--- src/rtl/ps2_pkg.sv ---
// Shared types, frame constants and parity helper for the PS/2 receiver.
package ps2_pkg;

  typedef enum logic [1:0] {
    IDLE   = 2'd0,
    DATA   = 2'd1,
    PARITY = 2'd2,
    STOP   = 2'd3
  } ps2_state_t;

  localparam int PS2_DATA_BITS  = 8;
  localparam int PS2_FRAME_BITS = 11;

  // Odd-parity bit that a correct frame carries for the given byte.
  function automatic logic odd_parity(input logic [PS2_DATA_BITS-1:0] b);
    return ~^b;
  endfunction

endpackage

--- src/rtl/ps2_rx_if.sv ---
// Byte-stream side of the PS/2 receiver: head-of-FIFO data, pop, status pulses.
interface ps2_rx_if;
  import ps2_pkg::*;

  logic [PS2_DATA_BITS-1:0] rx_data;
  logic                     rx_valid;
  logic                     rx_rd;
  logic                     rx_overflow;
  logic                     ovf_clr;
  logic                     parity_err;
  logic                     frame_err;
  logic                     busy;

  modport master (
    output rx_data, rx_valid, rx_overflow, parity_err, frame_err, busy,
    input  rx_rd, ovf_clr
  );

  modport slave (
    input  rx_data, rx_valid, rx_overflow, parity_err, frame_err, busy,
    output rx_rd, ovf_clr
  );
endinterface

--- src/rtl/ps2_fifo.sv ---
// Generic show-ahead synchronous FIFO; head entry is always visible on dout.
// A push while full is accepted only when a pop frees a slot in the same cycle.
module ps2_fifo #(
  parameter int WIDTH      = 8,
  parameter int DEPTH_BITS = 3
) (
  input  logic             clk,
  input  logic             reset,
  input  logic             push,
  input  logic [WIDTH-1:0] din,
  input  logic             pop,
  output logic [WIDTH-1:0] dout,
  output logic             full,
  output logic             empty
);
  localparam int DEPTH = 1 << DEPTH_BITS;

  logic [WIDTH-1:0]      mem [DEPTH];
  logic [DEPTH_BITS-1:0] wr_ptr;
  logic [DEPTH_BITS-1:0] rd_ptr;
  logic [DEPTH_BITS:0]   count;
  logic                  do_push;
  logic                  do_pop;

  assign empty   = (count == (DEPTH_BITS + 1)'(0));
  assign full    = (count == (DEPTH_BITS + 1)'(DEPTH));
  assign do_pop  = pop & ~empty;
  assign do_push = push & (~full | do_pop);
  assign dout    = mem[rd_ptr];

  // Storage, wrapping pointers and occupancy count
  always_ff @(posedge clk) begin
    if (reset) begin
      wr_ptr <= '0;
      rd_ptr <= '0;
      count  <= '0;
      for (int i = 0; i < DEPTH; i++) begin
        mem[i] <= '0;
      end
    end else begin
      if (do_push) begin
        mem[wr_ptr] <= din;
        wr_ptr      <= wr_ptr + DEPTH_BITS'(1);
      end
      if (do_pop) begin
        rd_ptr <= rd_ptr + DEPTH_BITS'(1);
      end
      case ({do_push, do_pop})
        2'b10:   count <= count + (DEPTH_BITS + 1)'(1);
        2'b01:   count <= count - (DEPTH_BITS + 1)'(1);
        default: count <= count;
      endcase
    end
  end
endmodule

--- src/rtl/ps2_rx.sv ---
// PS/2 receiver: synchronise + deglitch clock/data, deframe 11-bit frames,
// check start/parity/stop, abort stalled frames, buffer bytes in a FIFO.
module ps2_rx
  import ps2_pkg::*;
#(
  parameter int FILTER    = 8,
  parameter int TIMEOUT   = 8192,
  parameter int FIFO_BITS = 3
) (
  input  logic     clk_sys,
  input  logic     reset,
  input  logic     ps2_clk,
  input  logic     ps2_data,
  ps2_rx_if.master bus
);
  localparam int FCW = $clog2(FILTER + 1);
  localparam int TCW = $clog2(TIMEOUT + 1);
  localparam int BCW = $clog2(PS2_DATA_BITS);

  logic [1:0] raw_lines;
  logic [1:0] flt_lines;

  assign raw_lines = {ps2_data, ps2_clk};

  for (genvar i = 0; i < 2; i++) begin : g_filt
    logic [1:0]     sync;
    logic [FCW-1:0] stable_cnt;
    logic           level;

    // Two-flop synchroniser, then accept a new level only after FILTER steady cycles
    always_ff @(posedge clk_sys) begin
      if (reset) begin
        sync       <= 2'b11;
        stable_cnt <= '0;
        level      <= 1'b1;
      end else begin
        sync <= {sync[0], raw_lines[i]};
        if (sync[1] != level) begin
          if (stable_cnt == FCW'(FILTER - 1)) begin
            level      <= sync[1];
            stable_cnt <= '0;
          end else begin
            stable_cnt <= stable_cnt + FCW'(1);
          end
        end else begin
          stable_cnt <= '0;
        end
      end
    end

    assign flt_lines[i] = level;
  end

  logic                     clk_q;
  logic                     sample;
  logic                     din;
  ps2_state_t               state;
  ps2_state_t               nxt;
  logic [PS2_DATA_BITS-1:0] shreg;
  logic [BCW-1:0]           bitcnt;
  logic                     perr_flag;
  logic [TCW-1:0]           tcnt;
  logic                     tmo;
  logic                     push;
  logic                     perr_evt;
  logic                     ferr_evt;
  logic                     fifo_full;
  logic                     fifo_empty;
  logic [PS2_DATA_BITS-1:0] fifo_dout;
  logic                     drop;

  assign sample = clk_q & ~flt_lines[0];
  assign din    = flt_lines[1];
  assign tmo    = (state != IDLE) && (tcnt == TCW'(TIMEOUT));

  // Previous filtered clock level for falling-edge detection
  always_ff @(posedge clk_sys) begin
    if (reset) clk_q <= 1'b1;
    else       clk_q <= flt_lines[0];
  end

  // FSM state register
  always_ff @(posedge clk_sys) begin
    if (reset) state <= IDLE;
    else       state <= nxt;
  end

  // FSM next state; a sample in the same cycle as a timeout wins
  always_comb begin
    nxt = state;
    case (state)
      IDLE: begin
        if (sample && !din) nxt = DATA;
        else                nxt = IDLE;
      end
      DATA: begin
        if (sample) begin
          if (bitcnt == BCW'(PS2_DATA_BITS - 1)) nxt = PARITY;
          else                                   nxt = DATA;
        end else if (tmo) begin
          nxt = IDLE;
        end else begin
          nxt = DATA;
        end
      end
      PARITY: begin
        if (sample)   nxt = STOP;
        else if (tmo) nxt = IDLE;
        else          nxt = PARITY;
      end
      STOP: begin
        if (sample || tmo) nxt = IDLE;
        else               nxt = STOP;
      end
      default: nxt = IDLE;
    endcase
  end

  // FSM outputs: frame verdict at the stop sample, or abort on timeout
  always_comb begin
    push     = 1'b0;
    perr_evt = 1'b0;
    ferr_evt = 1'b0;
    if (state == STOP && sample) begin
      if (!din)           ferr_evt = 1'b1;
      else if (perr_flag) perr_evt = 1'b1;
      else                push     = 1'b1;
    end else if (tmo) begin
      ferr_evt = 1'b1;
    end else begin
      push = 1'b0;
    end
  end

  // Shift register, bit counter, parity verdict and inter-edge timeout counter
  always_ff @(posedge clk_sys) begin
    if (reset) begin
      shreg     <= '0;
      bitcnt    <= '0;
      perr_flag <= 1'b0;
      tcnt      <= '0;
    end else begin
      if (state == IDLE || sample) tcnt <= '0;
      else                         tcnt <= tcnt + TCW'(1);
      if (sample) begin
        case (state)
          IDLE: begin
            bitcnt    <= '0;
            perr_flag <= 1'b0;
          end
          DATA: begin
            shreg  <= {din, shreg[PS2_DATA_BITS-1:1]};
            bitcnt <= bitcnt + BCW'(1);
          end
          PARITY:  perr_flag <= (din != odd_parity(shreg));
          default: perr_flag <= perr_flag;
        endcase
      end
    end
  end

  ps2_fifo #(
    .WIDTH      (PS2_DATA_BITS),
    .DEPTH_BITS (FIFO_BITS)
  ) u_fifo (
    .clk   (clk_sys),
    .reset (reset),
    .push  (push),
    .din   (shreg),
    .pop   (bus.rx_rd),
    .dout  (fifo_dout),
    .full  (fifo_full),
    .empty (fifo_empty)
  );

  // A full FIFO still accepts the byte if the head is popped in the same cycle
  assign drop = push & fifo_full & ~bus.rx_rd;

  // Registered error pulses and sticky overflow (set beats clear)
  always_ff @(posedge clk_sys) begin
    if (reset) begin
      bus.parity_err  <= 1'b0;
      bus.frame_err   <= 1'b0;
      bus.rx_overflow <= 1'b0;
    end else begin
      bus.parity_err <= perr_evt;
      bus.frame_err  <= ferr_evt;
      if (drop)             bus.rx_overflow <= 1'b1;
      else if (bus.ovf_clr) bus.rx_overflow <= 1'b0;
      else                  bus.rx_overflow <= bus.rx_overflow;
    end
  end

  assign bus.rx_data  = fifo_dout;
  assign bus.rx_valid = ~fifo_empty;
  assign bus.busy     = (state != IDLE);
endmodule

--- src/flat_wrapper.sv ---
// flat-port wrapper written by rule: the top's interface ports become plain ports
module ps2_rx_flat import ps2_pkg::*;
#(
  parameter int FILTER    = 8,
  parameter int TIMEOUT   = 8192,
  parameter int FIFO_BITS = 3
)
  (clk_sys, reset, ps2_clk, ps2_data, bus_rx_data, bus_rx_valid, bus_rx_overflow, bus_parity_err, bus_frame_err, bus_busy, bus_rx_rd, bus_ovf_clr);
  ps2_rx_if bus_i ();
  input  logic clk_sys;
  input  logic reset;
  input  logic ps2_clk;
  input  logic ps2_data;
  output wire logic [$bits(bus_i.rx_data)-1:0] bus_rx_data;
  output wire logic [$bits(bus_i.rx_valid)-1:0] bus_rx_valid;
  output wire logic [$bits(bus_i.rx_overflow)-1:0] bus_rx_overflow;
  output wire logic [$bits(bus_i.parity_err)-1:0] bus_parity_err;
  output wire logic [$bits(bus_i.frame_err)-1:0] bus_frame_err;
  output wire logic [$bits(bus_i.busy)-1:0] bus_busy;
  input wire logic [$bits(bus_i.rx_rd)-1:0] bus_rx_rd;
  input wire logic [$bits(bus_i.ovf_clr)-1:0] bus_ovf_clr;
  assign bus_rx_data = bus_i.rx_data;
  assign bus_rx_valid = bus_i.rx_valid;
  assign bus_rx_overflow = bus_i.rx_overflow;
  assign bus_parity_err = bus_i.parity_err;
  assign bus_frame_err = bus_i.frame_err;
  assign bus_busy = bus_i.busy;
  assign bus_i.rx_rd = bus_rx_rd;
  assign bus_i.ovf_clr = bus_ovf_clr;
  ps2_rx #(.FILTER(FILTER), .TIMEOUT(TIMEOUT), .FIFO_BITS(FIFO_BITS)) u_core (.clk_sys(clk_sys), .reset(reset), .ps2_clk(ps2_clk), .ps2_data(ps2_data), .bus(bus_i));
endmodule
--- config.mk ---
export PLATFORM = sky130hd
export DESIGN_NAME = ps2_rx_flat
export DESIGN_NICKNAME = d
export VERILOG_FILES = /design/src/rtl/ps2_pkg.sv /design/src/rtl/ps2_rx_if.sv /design/src/rtl/ps2_fifo.sv /design/src/rtl/ps2_rx.sv /design/src/flat_wrapper.sv
export SDC_FILE = /design/constraint.sdc
export NUM_CORES = 1
export LEC_CHECK = 0
export ABC_AREA = 1
export BUFFER_PORTS_ARGS = -buffer_cell sky130_fd_sc_hd__buf_2
export CAP_MARGIN = 5
export CORE_UTILIZATION = 56
export DETAILED_ROUTE_END_ITERATION = 10
export PLACE_DENSITY = 0.76
export SYNTH_ARGS = -nofsm -noshare
export SYNTH_HDL_FRONTEND = slang
export SYNTH_SLANG_ARGS = --single-unit
--- constraint.sdc ---
create_clock -name clk_sys -period 1.8 [get_ports clk_sys]
set_input_delay 0.18 -clock clk_sys [delete_from_list [all_inputs] [get_ports clk_sys]]
set_output_delay 0.18 -clock clk_sys [all_outputs]
set_load 0.01 [all_outputs]
==> results.md, run 1 <==
- Initial antenna violation count: 0
- GRT Total Usage: 28.29%
- Number of library cell types mapped by synthesis: 34
- Critical Path RT: 1.62 ns
- Clk_skew: 0.007259 ns
- Layout area overhead: 23.67%
- Setup TNS: -0.9818 ns
- Vias in the first global route: 4459
- Fraction of registers with async set/reset: 0%
- Final Total Pwr: 8.831 mW
- Worst-Skew Late Latency: 0.52 ns
- Clk buf depth: 2
- DR iter-0 viols: 282
- CP max-delay cell: dfxtp_4
- Inserted Diodes: 0
- Syn Area/Cell: 8.918 µm²
- Max-cap violations: 0
- Failing checks: setup timing
- Yosys warns: 0
- Worst Max-Slew Pin Slew: 0.4571 ns
- DR pass1 iterations: 5
- Worst slack, placed: 0.05531 ns
- Core box area: 9729 µm²
- Crit path launch type: flop
- Sequential element share of the synthesized area: 55.49%
- Status: finished with violations
- CTS tree: built
- Initial Util: 57.47%
- Top cells by count, synth: 156 x nor2_1, 93 x nand2_1, 64 x edfxtp_1
- Final Hold Fails: 0
- Post-Syn Nets: 642
- Gpl congestion: 0.8909
- Total Wirelength: 13.08 mm
- Drt drc: 0
- Routed vias/inst: 5.448
- Die area: 10390 µm²
- WS Path Type: reg2out
- Seq cells post-synth: 123
- Maximum vdd drop: 0.7360 mV
- Crit path DAT: 1.79 ns
- IO Pins: 19
- Area of the mapped netlist: 5592 µm²
- Hold path cells: 5
- Max Fclk: 0.5083 GHz
- Number of synthesized flops with an enable pin: 64
- Hold WC Path Type: in2reg
- Final min period: 1.967 ns
- Capturing element type of the critical path: output port
- Register area: 3109 µm²
- Tcrit/Tclk final: 109.3%
- DR WL/cell: 15.83 µm
- Most common cell in the synthesized netlist: nor2_1
- Register clock-pin slew on the reported worst setup and hold paths: 0.05 ns
- Worst path max stage delay: 0.38 ns
- Share of the synthesized area in the top cell type: 34.37%
- Slew HR: 69.49%
- Cell row count: 36
- CTS Sinks: 123
- Yosys top cell by area: edfxtp_1
- Pleak: 2.741 nW
- Final ANT Viol Nets: 0
- Clock root buffer: clkbuf_8
- Routed via count: 4500
- Crit path cell chain: inv_8 > buf_12 > nor2_1 > o32ai_2 > nand2_1 > nand2_1 > buf_2
- PD cells: 1277 nW/µm²
- DP Wirelength: 8.297 mm
- Final #Nets: 695
- Filler cell count: 693
- Largest net degree at the start of global routing: 33
- Setup repair after global routing missed its margin: yes
- Top FF cell, synth: edfxtp_1
- Synth area leaders: edfxtp_1 34%, dfxtp_1 21%, nor2_1 10%
- CTS buffer count: 17
- CP most frequent cell: nand2_1
- Area of the multi-input gates: 2385 µm²
- Share of cells above drive strength 1: 21.07%
- Die Wd: 101.9 µm
- Min setup slack post-route: -0.1672 ns
- First-pass GRT wire length: 21.58 mm
- Worst Path Max Fanout: 8
- Grt ovf: 0
- IO buf count: 18
- Max Transition Viols Final: 0
- Gate Count Post-Synth: 627
- R2R depth: 13
- Final setup viols: 8
- Htree depth: 4
- Die height: 101.9 µm
worst paths after layout:
check,from,to,slack [ns]
hold / removal,bus_rx_rd,flop,0.21
setup reg to reg,u_core.state[0],u_core.u_fifo.count[2],0.15
hold reg to reg,u_core.g_filt[1].sync[0],u_core.g_filt[1].sync[1],0.41
setup / recovery,flop,bus_rx_data[3],-0.17
where the power goes:
group | leakage, nW | total (mW) | internal (mW) | switching, mW
logic | 1.40 | 2.42 | 1.09 | 1.33
registers | 1.09 | 3.26 | 3.12 | 0.143
clock network | 0.259 | 3.15 | 1.95 | 1.20
sequential cells by signal (all words and copies together) (netlist names), 2 cells and up, named ones only:
register / cells
u_core.u_fifo.mem: 64
u_core.tcnt: 14
u_core.g_filt.stable_cnt: 8
u_core.shreg: 8
u_core.g_filt.sync: 4
u_core.u_fifo.count: 4
u_core.bitcnt: 3
u_core.u_fifo.rd_ptr: 3
u_core.u_fifo.wr_ptr: 3
u_core.state: 2
layout by cell type, fill, tap and decap left out, types with 5 or more instances in the layout:
cell / n
nor3_1: 9
nor2_2: 11
clkbuf_16: 16
clkinv_1: 9
xor2_1: 8
buf_12: 5
ha_1: 9
inv_1: 49
o21ai_0: 22
dfxtp_1: 56
nand2_1: 85
edfxtp_1: 64
o21ai_2: 5
buf_2: 18
nand3_1: 25
nor2_1: 144
o32ai_2: 11
nand4_1: 5
buf_4: 22
nand2_2: 12
nand2_4: 9
o21ai_1: 9
a21oi_1: 27
metal layers:
metal / part of all wire [%] / GRT usage [%] / up-vias
li1: - / - / 2195
met1: 38 / 31.69 / 2113
met2: 53 / 50.05 / 161
met3: 6.1 / 7.182 / 31
met4: 2.9 / 14.29 / 0
met5: 0 / 0 / -
worst max-delay path, delay by kind of cell (launching register included):
| family | cells | cell delay [ns] |
|---|---|---|
| AND/OR/NAND/NOR | 3 | 0.23 |
| buffers and inverters | 3 | 0.35 |
| AO/OA/AOI/OAI | 1 | 0.30 |
| flip-flops | 1 | 0.38 |
repair_timing:
| action | CTS | global route |
|---|---|---|
| cloned | 3 | 0 |
| setup buffers | 1 | 1 |
| pin swaps | 8 | 6 |
| gates resized for setup | 49 | 24 |
| hold buffers | 4 | 0 |
| setup endpoints to repair | 8 | 73 |
| hold endpoints to repair | 5 | 0 |
cell families after synthesis:
| kind of cell | count (synthesis) | synth area share (%) |
|---|---|---|
| buffers and inverters | 77 | 5.460 |
| adders and majority gates | 9 | 2.014 |
| DFF | 123 | 55.49 |
| AOI/OAI and AO/OA | 88 | 9.376 |
| and+or+nand+nor | 318 | 25.78 |
| xor gates and xnor gates | 12 | 1.880 |
stage by stage:
| step | instance area (µm²) | cells | utilization, % | hold slack [ns] |
|---|---|---|---|---|
| floorplan | 5592 | 627 | - | 0.2838 |
| global placement | 5977 | 785 | 61.43 | 0.3641 |
| detailed placement | 5977 | 785 | 61.43 | 0.3662 |
| CTS | 6819 | 825 | 70.09 | 0.2015 |
| global route | 6915 | 826 | 71.08 | 0.2483 |
| finish | 6915 | 826 | 71.08 | 0.2120 |
layout make-up:
class / instances / share of cell area [%]
clock buffers: 19 / 6.097
multi-input cells: 427 / 34.49
well taps: 133 / 2.406
inverters: 59 / 3.311
clock inverters: 13 / 1.827
repair buffers: 52 / 6.912
flip-flops and latches: 123 / 44.96
No activity file was read; power rests on OpenSTA's default activity.
==> run 2: changes to the inputs <==
--- a/config.mk
+++ b/config.mk
@@ -5,12 +5,12 @@
 export SDC_FILE = /design/constraint.sdc
 export NUM_CORES = 1
 export LEC_CHECK = 0
-export ABC_AREA = 1
 export BUFFER_PORTS_ARGS = -buffer_cell sky130_fd_sc_hd__buf_2
 export CAP_MARGIN = 5
-export CORE_UTILIZATION = 56
+export CORE_UTILIZATION = 55
 export DETAILED_ROUTE_END_ITERATION = 10
-export PLACE_DENSITY = 0.76
+export PLACE_DENSITY = 0.75
+export SLEW_MARGIN = 20
 export SYNTH_ARGS = -nofsm -noshare
 export SYNTH_HDL_FRONTEND = slang
 export SYNTH_SLANG_ARGS = --single-unit
==> run 2 against run 1 <==
  * Critical path type unchanged
  * Flip-flop and latch count did not move
  * Worst setup slack worse by 0.24 ns
  * Combinational power decreased by 57%
  * Sequential share of layout area rose by 0.20 points
  * Fmax is 11% lower
  * Critical path depth decreased by 3
  * Cell count shrank 19%
  * Die area shrank 0.23%
  * The run still ends with setup timing left
  * Via count down 20%
  * Area after synthesis down 2.0%
  * Clock skew is essentially flat
==> results.md, run 2 <==
- Reg with most FFs: u_core.u_fifo.mem
- Max Transition Viols Final: 0
- Pleak: 2.669 nW
- Tcrit/Tclk final: 122.4%
- Most common cell in the synthesized netlist: and2_1
- CTS buffer count: 17
- GRT Total Usage: 24.41%
- Initial antenna violation count: 0
- Top FF cell, synth: edfxtp_1
- Yosys top cell by area: edfxtp_1
- Max-cap violations: 0
- Clock root buffer: clkbuf_8
- DR pass1 iterations: 4
- IO Pins: 19
- Routed via count: 3584
- Largest net degree at the start of global routing: 26
- Non-filler cells, final: 668
- Final ANT Viol Nets: 0
- Final core utilization: 71.01%
- Crit path launch type: flop
- Post-Syn Nets: 475
- Crit path DAT: 2.02 ns
- Core box area: 9729 µm²
- Setup repair after global routing missed its margin: yes
- Worst Path Max Fanout: 8
- Max Fclk: 0.4540 GHz
- DP Wirelength: 7.676 mm
- Layout area overhead: 26.10%
- Worst Max-Slew Pin Slew: 0.6253 ns
- Gate Count Post-Synth: 460
- Capturing element type of the critical path: output port
- Final #Nets: 537
- Final min period: 2.203 ns
- Most frequent cells in the layout: 64 x edfxtp_1, 62 x and2_1, 49 x dfxtp_1
- Seq cells post-synth: 123
- Worst slack, placed: -0.03930 ns
- Setup TNS: -3.232 ns
- Share of cells above drive strength 1: 31.21%
- Fraction of registers with async set/reset: 0%
- Total Wirelength: 11.52 mm
- Slew HR: 58.26%
- Area of the mapped netlist: 5479 µm²
- Clk buf depth: 2
- Min setup slack post-route: -0.4025 ns
- Routed vias/inst: 5.365
- Number of flip-flops in the largest register: 64
- DR WL/cell: 17.25 µm
- Clk_skew: 0.007382 ns
- Die height: 101.8 µm
- DR iter-0 viols: 143
- Sequential element share of the synthesized area: 56.63%
- Htree depth: 4
- Regs by FF count: u_core.u_fifo.mem (64), u_core.tcnt (14)
- Final Instance Area: 6909 µm²
- Grt ovf: 0
- Post-Place Cells: 629
- Worst-Skew Late Latency: 0.52 ns
- Syn Area/Cell: 11.91 µm²
- WS Path Type: reg2out
- CTS Sinks: 123
- Cell row count: 36
- Maximum vdd drop: 0.6514 mV
- Vias in the first global route: 3555
- CTS tree: built
- First-pass GRT wire length: 18.21 mm
- Yosys warns: 0
- Dpl cell area: 6045 µm²
- Drt drc: 0
- Number of library cell types mapped by synthesis: 51
- Number of synthesized flops with an enable pin: 64
- Critical Path RT: 1.62 ns
- WHS: 0.02497 ns
- Top cells by count, synth: 65 x and2_1, 64 x edfxtp_1, 59 x dfxtp_1
- Final setup viols: 19
- Die area: 10370 µm²
- Failing checks: setup timing
- Gpl congestion: 0.8205
- Commonest non-fill, non-tap cell in the layout: edfxtp_1
- IO buf count: 18
- Hold WC Path Type: in2reg
- Final Hold Fails: 0
- Inserted Diodes: 0
- PD cells: 1097 nW/µm²
- Synth area leaders: edfxtp_1 35%, dfxtp_1 22%, and2_1 7.4%
- Register clock-pin slew on the reported worst setup and hold paths: 0.05 ns
- Die Wd: 101.8 µm
- Share of the synthesized area in the top cell type: 35.08%
- Initial Util: 56.31%
- Status: finished with violations
- Final Total Pwr: 7.582 mW
run 2: cell type report:
cell class / instances / area (µm²)
flip-flops and latches: 123 / 3120
fillers: 683 / 2820
multi-input cells: 306 / 2429
repair buffers: 65 / 548.0
clock buffers: 23 / 535.5
well taps: 133 / 166.4
clock inverters: 9 / 76.32
inverters: 9 / 33.78
run 2: per-layer routing:
metal	routed length, µm	up-vias	GRT usage (%)
li1	-	1743	-
met1	4766	1758	28.60
met2	6174	71	42.88
met3	435	12	7.045
met4	147	0	8.681
met5	0	-	0
run 2: worst paths after layout:
kind                            startpoint                  endpoint  slack [ns]  depth (start not counted)
hold / removal                   bus_rx_rd    u_core.u_fifo.count[3]        0.02                          3
setup / recovery                      flop            bus_rx_data[7]       -0.40                          4
hold reg to reg   u_core.g_filt[1].sync[0]  u_core.g_filt[1].sync[1]        0.41                          1
setup reg to reg    u_core.g_filt[0].level   u_core.u_fifo.mem[3][4]       -0.02                          5
run 2: logic make-up after synthesis:
kind of cell,count (synthesis),synth area share (%)
and+or+nand+nor,199,20.16
DFF,123,56.63
AOI/OAI and AO/OA,38,4.476
xor gates and xnor gates,31,5.207
buffers and inverters,31,2.306
muxes,29,9.158
adders and majority gates,9,2.055
run 2: power breakdown:
group	switching, mW	total (mW)	internal [mW]
clock	1.19	3.39	2.20
combinational	0.429	1.04	0.608
sequential	0.100	3.15	3.05
total	1.72	7.58	5.86
run 2: worst max-delay path, cell delays in order, from the launching register on:
cell     delay (ns)
dfxtp_4        0.41
buf_12         0.15
mux4_2         0.54
mux2_4         0.28
buf_6          0.12
run 2: repair_timing:
action	CTS	global route
endpoints found under the hold margin	3	0
cloned	1	0
gates resized for setup	27	14
pin swaps	4	7
hold buffers	3	0
setup buffers	2	1
setup endpoints to repair	50	114
